**config.mk**
```make
export PLATFORM = sky130hd
export DESIGN_NAME = arb_rr_4
export DESIGN_NICKNAME = d
export VERILOG_FILES = /design/src/rtl/arb_rr_4.sv
export SDC_FILE = /design/constraint.sdc
export NUM_CORES = 1
export LEC_CHECK = 0
export CAP_MARGIN = 20
export CORE_MARGIN = 5
export CORE_UTILIZATION = 37
export CTS_CLUSTER_DIAMETER = 60
export DETAILED_ROUTE_END_ITERATION = 10
export SYNTH_ARGS = -nofsm -noshare
export SYNTH_HDL_FRONTEND = slang
export SYNTH_SLANG_ARGS = --single-unit
```
**constraint.sdc**
```tcl
create_clock -name clk -period 1.86 [get_ports clk]
set_input_delay 0.186 -clock clk [delete_from_list [all_inputs] [get_ports clk]]
set_output_delay 0.186 -clock clk [all_outputs]
set_load 0.02 [all_outputs]
```
**src/rtl/arb_rr_4.sv**
```systemverilog
// arb_rr_4 -- four-requester round-robin arbiter with bounded hold time.
//
// A requester keeps the grant for as long as it holds its request. Once it
// has held the grant for MAX_HOLD consecutive cycles and another requester
// is waiting, the grant moves on. The search for the next winner always
// starts just after the previous holder, so every requester is served in
// turn.
//
// Ports:
//   clk        rising-edge clock for all state
//   rst        synchronous, active-high reset
//   req[3:0]   request lines, one per requester
//   gnt[3:0]   one-hot grant, all-zero when nobody holds the resource
//   gnt_idx    binary index of the current grantee (0 when idle)
//   gnt_valid  high exactly when gnt is non-zero
//   hold_cnt   cycles the current grant has been held, saturating at MAX_HOLD
module arb_rr_4 #(
    parameter int unsigned MAX_HOLD = 8  // legal range 1..15
) (
    input  logic       clk,
    input  logic       rst,
    input  logic [3:0] req,
    output logic [3:0] gnt,
    output logic [1:0] gnt_idx,
    output logic       gnt_valid,
    output logic [3:0] hold_cnt
);

    localparam logic [3:0] HOLD_MAX = 4'(MAX_HOLD);

    typedef enum logic {
        IDLE = 1'b0,
        BUSY = 1'b1
    } state_e;

    state_e     state_q, state_d;
    logic [1:0] ptr_q, ptr_d;
    logic [1:0] idx_q, idx_d;
    logic [3:0] hold_q, hold_d;

    // Round-robin search: first set bit of mask in order start, start+1, ...
    // (mod 4). Returns {found, index}. Scanning from the far end backwards
    // lets the earliest position in search order overwrite the others.
    function automatic logic [2:0] rr_pick(input logic [3:0] mask,
                                           input logic [1:0] start);
        logic [2:0] result;
        logic [1:0] pos;
        result = 3'b000;
        for (int k = 3; k >= 0; k--) begin
            pos = start + 2'(k);
            if (mask[pos]) result = {1'b1, pos};
        end
        return result;
    endfunction

    logic [3:0] holder_oh;   // one-hot of the current holder
    logic [3:0] others;      // pending requests excluding the holder
    logic [1:0] after_idx;   // position just after the holder
    logic [2:0] idle_pick;
    logic [2:0] next_pick;
    logic       holder_req;

    assign holder_oh  = 4'b0001 << idx_q;
    assign others     = req & ~holder_oh;
    assign after_idx  = idx_q + 2'd1;
    assign holder_req = req[idx_q];
    assign idle_pick  = rr_pick(req, ptr_q);
    assign next_pick  = rr_pick(others, after_idx);

    // NOTE: every next-state signal gets a default before any branch, so no
    // path leaves a value unassigned and no latch is inferred.
    always_comb begin
        state_d = state_q;
        ptr_d   = ptr_q;
        idx_d   = idx_q;
        hold_d  = hold_q;

        unique case (state_q)
            IDLE: begin
                if (idle_pick[2]) begin
                    state_d = BUSY;
                    idx_d   = idle_pick[1:0];
                    hold_d  = 4'd1;
                end
            end
            BUSY: begin
                if (!holder_req) begin
                    // Release wins over preemption when both apply.
                    ptr_d = after_idx;
                    if (next_pick[2]) begin
                        idx_d  = next_pick[1:0];
                        hold_d = 4'd1;
                    end else begin
                        state_d = IDLE;
                        idx_d   = 2'd0;
                        hold_d  = 4'd0;
                    end
                end else if (hold_q >= HOLD_MAX && next_pick[2]) begin
                    // Preemption: holder used its full slot and someone waits.
                    ptr_d  = after_idx;
                    idx_d  = next_pick[1:0];
                    hold_d = 4'd1;
                end else if (hold_q < HOLD_MAX) begin
                    hold_d = hold_q + 4'd1;
                end
            end
            default: state_d = IDLE;
        endcase
    end

    // NOTE: sequential state uses non-blocking assignments so every register
    // samples the pre-edge values of the others, independent of order.
    always_ff @(posedge clk) begin
        if (rst) begin
            state_q <= IDLE;
            ptr_q   <= 2'd0;
            idx_q   <= 2'd0;
            hold_q  <= 4'd0;
        end else begin
            state_q <= state_d;
            ptr_q   <= ptr_d;
            idx_q   <= idx_d;
            hold_q  <= hold_d;
        end
    end

    assign gnt_valid = (state_q == BUSY);
    assign gnt_idx   = idx_q;
    assign hold_cnt  = hold_q;
    assign gnt       = gnt_valid ? holder_oh : 4'b0000;

endmodule

```
After elaboration in Yosys (flattened, before gate mapping)
Index checks and enable logic that the tools add are counted.
Operators by class
  add/sub/neg operators: 8
  multipliers: 0
  div/mod/pow operators: 0
  order comparisons: 11
  eq/ne operators: 4
  shifts and indexed selects: 1
  muxes and demuxes: 44
  bitwise logic cells: 3
  reductions and logical operators: 4
Operators with widths (count)
  2-bit by 3-bit < comparator with 1-bit output, second input constant: 9
  3-bit 2-to-1 mux: 8
  4-bit 2-to-1 mux: 5
  1-bit binary-select mux with 2-bit select: 9
  1-bit 2-to-1 mux: 13
  2-bit 2-to-1 mux: 6
  2-bit adder, second input constant: 4
  4-bit case mux with 2 select lines: 1
  2-bit by 1-bit adder with 2-bit output, second input constant: 3
  2-bit AND reduction: 3
  4-bit by 1-bit adder with 4-bit output, second input constant: 1
  4-bit bitwise AND: 1
  4-bit >= comparator, second input constant: 1
  4-bit < comparator, second input constant: 1
  4-bit by 2-bit inequality test with 1-bit output, second input constant: 1
  4-bit NOT: 1
  2-bit case mux with 2 select lines: 1
  1-bit by 2-bit << shifter with 4-bit output, first input constant: 1
  3-bit by 2-bit inequality test with 1-bit output, second input constant: 1
  2-bit by 1-bit inequality test with 1-bit output, second input constant: 1
  2-bit inequality test, second input constant: 1
  1-bit case mux with 2 select lines: 1
  1-bit logical AND: 1
  1-bit NOT: 1
Storage, ports and cells
  bits in registers: 9
  bits in latches: 0
  memory bits (writable): 0
  bits in read-only memories: 0
  output and inout bits: 11
  word-level logic and storage cells: 79
  memories: 0

Depth between registers and ports, before layout
  word-level depth: 13
  mapped depth: 7
  gate-level depth less buffers: 7

Worst setup path after synthesis
OpenSTA, ideal clock, no wires.
  kind: reg2reg
  from: register idx_q[0] (netlist: gnt_idx[0])
  to: register hold_q[2] (netlist: hold_cnt[2])
  setup time: 79 ps
  data arrival time: 1919 ps
  required time: 1781 ps
  slack: -138 ps
  stages on the path, launching flop included: 8
  cells stage by stage: dfxtp_1 > inv_1 > ha_1 > nor2b_1 > nor4_1 > a41o_1 > or3_1 > a211oi_2
RTL lines
  start, declared: line 38  | logic [1:0] idx_q, idx_d;
  start signal, assigned: line 122  | idx_q <= idx_d;
  2-bit by 1-bit adder with 2-bit output (*): line 65  | assign after_idx = idx_q + 2'd1;
  via after_idx[0]: line 58  | logic [1:0] after_idx;
  2-bit adder: line 50  | pos = start + 2'(k);
  1-bit binary-select mux with 2-bit select: line 51  | if (mask[pos]) result = {1'b1, pos};
  1-bit 2-to-1 mux (implied by the code): line 51
  3-bit 2-to-1 mux (3 in series): line 51
  3-bit 2-to-1 mux (*): line 51
  1-bit logical AND (*): line 98  | end else if (hold_q >= HOLD_MAX && next_pick[2]) begin
  4-bit 2-to-1 mux: line 98
  4-bit 2-to-1 mux: line 87  | if (!holder_req) begin
  4-bit case mux with 2 select lines: line 78  | unique case (state_q)
  end signal, assigned: line 123  | hold_q <= hold_d;
  end, declared: line 39  | logic [3:0] hold_q, hold_d;
Mark *: on every way through the listed nets, which the timed path passes. The rest lies on a longest branch. The select of a mux whose other input is x is not followed.
A chain may end at the register's enable or synchronous reset.

Worst setup path after layout
  from: register idx_q[0] (netlist: gnt_idx[0])
  to: register hold_q[2] (netlist: hold_cnt[2])
On the way
  word-level cells in the longest chain between the ends: 13
Ends and longest elaborated chain
  parallel branches: the longest is 13 deep, another holds 2-bit by 1-bit adder with 2-bit output
Parallel ways; which one is timed is not known. The select of a mux whose other input is x is not followed.

==> results_dict.tcl <==
set metrics [dict create \
    clkPwrFrac 0.200 \
    grt_usage 0.1335 \
    nets 144 \
    holdBufCountCts 0 \
    route.detailed.drc 0 \
    antenna_found_initial 0 \
    power-per-cell-area_mw_per_mm2 666.2 \
    p_sw_frac 0.3635 \
    setup_viol 0 \
    hold_path.class "reg -> reg" \
    seqPwrFrac 0.322 \
    n_antenna_cell 0 \
    slew_violations 0 \
    wirelength_microns 2017 \
    start_util 0.3858 \
    p_int_mw 0.4860 \
    grt_pass1_wl_microns 3381 \
    die_area_sq_mm 0.003050 \
    synthMuxAreaShare 0.09752 \
    nFillCells 187 \
    fin_crit_ns 1.810 \
    synth_area_per_cell_sq_um 7.885 \
    ys_seq_area_frac 0.2380 \
    path_clk_slew_ns 0.06 \
    synth-compound-area-share 0.2347 \
    synthSimpleGateAreaFrac 0.2711 \
    core_area_sq_mm 0.001962 \
    final_area_sq_mm 0.001146 \
    p_leak_nw 0.5366 \
    clk_path_buf_depth 2 \
    yosys.area.top_type "dfxtp_1" \
    path_class "reg -> reg" \
    slowest_delay_ns 0.36 \
    first_pass_iters 4 \
    finalHoldViolCount 0 \
    synth.cell_area_sq_um 757.0 \
    die_w_microns 55.23 \
    place_area_sq_mm 0.001077 \
    final_core_util 0.5842 \
    first_global_vias 778 \
    yosys.area_share.adder 0.09917 \
    cts_max_level 1 \
    root_buffer "clkbuf_4" \
    ff_latch_area_sq_um 187.7 \
    ys_warn_count 0 \
    rr_startpoint "gnt_idx[0]" \
    hold_start "hold_cnt[2]" \
    cts_setup_buffers 0 \
    synth_nets 108 \
    fin_crit_sh 0.9732 \
    crit_arrival_ns 1.99 \
    crit_start "gnt_idx[0]" \
    cp.required_ns 2.04 \
    worst_slew_pin_slew_ns 0.3452 \
    grt_max_degree 12 \
    outcome "completed" \
    grt-ovfl-total 0 \
    via_per_inst 5.108 \
    path_max_fanout 4 \
    finalHoldWorstSlack_ns 0.5075 \
    multiInputGateArea_sq_um 564.3 \
    cpLargestDelayFamily "simple AND/OR/NAND/NOR gates" \
    vias 807 \
    numPortBuffers 16 \
    rows 16 \
    drt-initial-drc-count 16 \
    hpwl_microns 1652 \
    cap_violations 0 \
    gp_congestion 0.8123 \
    cp-start-kind "flip-flop" \
    cp_cell_sequence "buf_4 -> ha_1 -> nor2b_1 -> nor4_2 -> a41o_1 -> or3_1 -> a211oi_2" \
    end_kind "flip-flop" \
    ir_drop_mv 0.3985 \
    synth_top_cells_by_area "dfxtp_1 (24%), ha_1 (9.9%), mux2i_1 (5.3%)" \
    postSynthCellCount 96 \
    cts_tree "done" \
    cts.sinks 9 \
    area_growth_pct 51.41 \
    ios 17 \
    timing.fmax_mhz 552.4 \
    fin_skew_ns 0.005070 \
    grt_setup_unrepaired "yes" \
    wire_per_inst_microns 12.77 \
    yosysUniqueCellTypes 35 \
    worst_path_max_delay_cell "dfxtp_4" \
    synth_top_area_frac 0.2380 \
    yosys_register_bits 9 \
    cts_buffers 3 \
    synth_xor_area_frac 0 \
    slew_headroom 0.7695 \
    synth_top_family_by_area "simple AND/OR/NAND/NOR gates" \
    die_h_microns 55.23 \
    clock_latency_ns 0.26 \
    crit_buf_inv 1 \
    drive_above_1_share 0.2595 \
    p_sw_mw 0.2776 \
    combPwrFrac 0.478 \
    drtAntennaViolNets 0 \
]
-- worst min-delay path, stage by stage, from the launching register on --
cell	delay (ns)
dfxtp_1	0.33
nand4_1	0.08
a21oi_1	0.06
-- placed cells by master (no fill, tap or decap), drive strengths merged --
cell,netlist,layout
o41a,1,1
a31oi,2,2
nor2,9,9
nand2b,6,6
ha,6,6
a21oi,5,5
or2b,1,1
nor2b,6,6
nor3,1,1
or3,1,1
buf,1,18
nand4,1,1
and2,5,5
inv,9,9
o2111ai,2,2
o31a,1,1
nand2,3,3
clkbuf,2,4
a22oi,2,2
dlymetal6s2s,0,3
o22a,1,1
nand3,1,1
o21ai,8,8
dfxtp,9,9
and3,1,1
dlygate4sd2,0,2
a211oi,1,1
a41o,1,1
o31ai,1,1
mux4,1,1
mux2,1,1
mux2i,4,4
or4,1,1
nor4,1,1
clkdlybuf4s50,0,11
o221ai,1,1
-- power groups by stage --
stage / Sequential [mW] / Clock (mW) / Combinational, mW
after global placement: 0.247 / 0 / 0.351
final: 0.246 / 0.152 / 0.365
after global routing: 0.251 / 0.168 / 0.400
after detailed placement: 0.246 / 0 / 0.356
after CTS: 0.242 / 0.156 / 0.354
after floorplan: 0.253 / 0 / 0.179
-- per-stage QoR --
step	setup slack [ns]	TNS [ns]	total power, mW	instances
final	0.04982	0	0.7635	158
after global routing	-0.04746	-0.08378	0.8179	158
after CTS	0.004373	0	0.7521	158
after detailed placement	-0.2148	-0.9969	0.6019	154
after global placement	-0.1918	-0.8452	0.5976	154
after floorplan	0.004730	0	0.4323	96
-- cell families (layout without fill, tap and decap cells) --
| group | after synthesis | count (layout) |
|---|---|---|
| and+or+nand+nor | 37 | 37 |
| AOI/OAI and AO/OA | 26 | 26 |
| buffers and inverters | 12 | 47 |
| DFF | 9 | 9 |
| adders and majority gates | 6 | 6 |
| muxes | 6 | 6 |
-- routing by layer --
layer | routed length (microns) | vias to the layer above | global-route usage | share of wire
met5 | 0 | - | 0 | 0
met4 | 10 | 0 | 0.01736 | 0.0050
met3 | 104 | 2 | 0.06294 | 0.052
met2 | 1014 | 15 | 0.2247 | 0.50
met1 | 888 | 378 | 0.1577 | 0.44
li1 | - | 412 | - | -
-- flip-flops by register name (all words and copies together), names as in the netlist --
signal / cells
hold_cnt: 4
gnt_idx: 2
gnt_valid: 1
ptr_q: 2
-- synth_stat cells, drive strengths merged --
cell     n
a211oi   1
a21oi    5
a22oi    2
a31oi    2
a41o     1
and2     5
and3     1
buf      1
clkbuf   2
dfxtp    9
ha       6
inv      9
mux2     1
mux2i    4
mux4     1
nand2    3
nand2b   6
nand3    1
nand4    1
nor2     9
nor2b    6
nor3     1
nor4     1
o2111ai  2
o21ai    8
o221ai   1
o22a     1
o31a     1
o31ai    1
o41a     1
or2b     1
or3      1
or4      1
-- what timing repair did --
item	CTS	global route
pin swaps	0	1
endpoints found under the setup margin	3	9
resized for setup	3	13
-- worst paths after layout --
path | endpoint | slack, ns | depth (start not counted)
setup / recovery | hold_cnt[2] | 0.05 | 7
hold / removal | hold_cnt[3] | 0.51 | 2
setup reg to reg | hold_cnt[2] | 0.05 | 7
hold reg to reg | hold_cnt[3] | 0.51 | 2
-- cell type report --
cell class,instances,area share
multi-input cells,75,0.4924
well taps,27,0.02948
clock buffers,4,0.02293
repair buffers,34,0.2620
flip-flops and latches,9,0.1638
inverters,9,0.02948
Note: power is estimated with default switching activity, not from simulation.
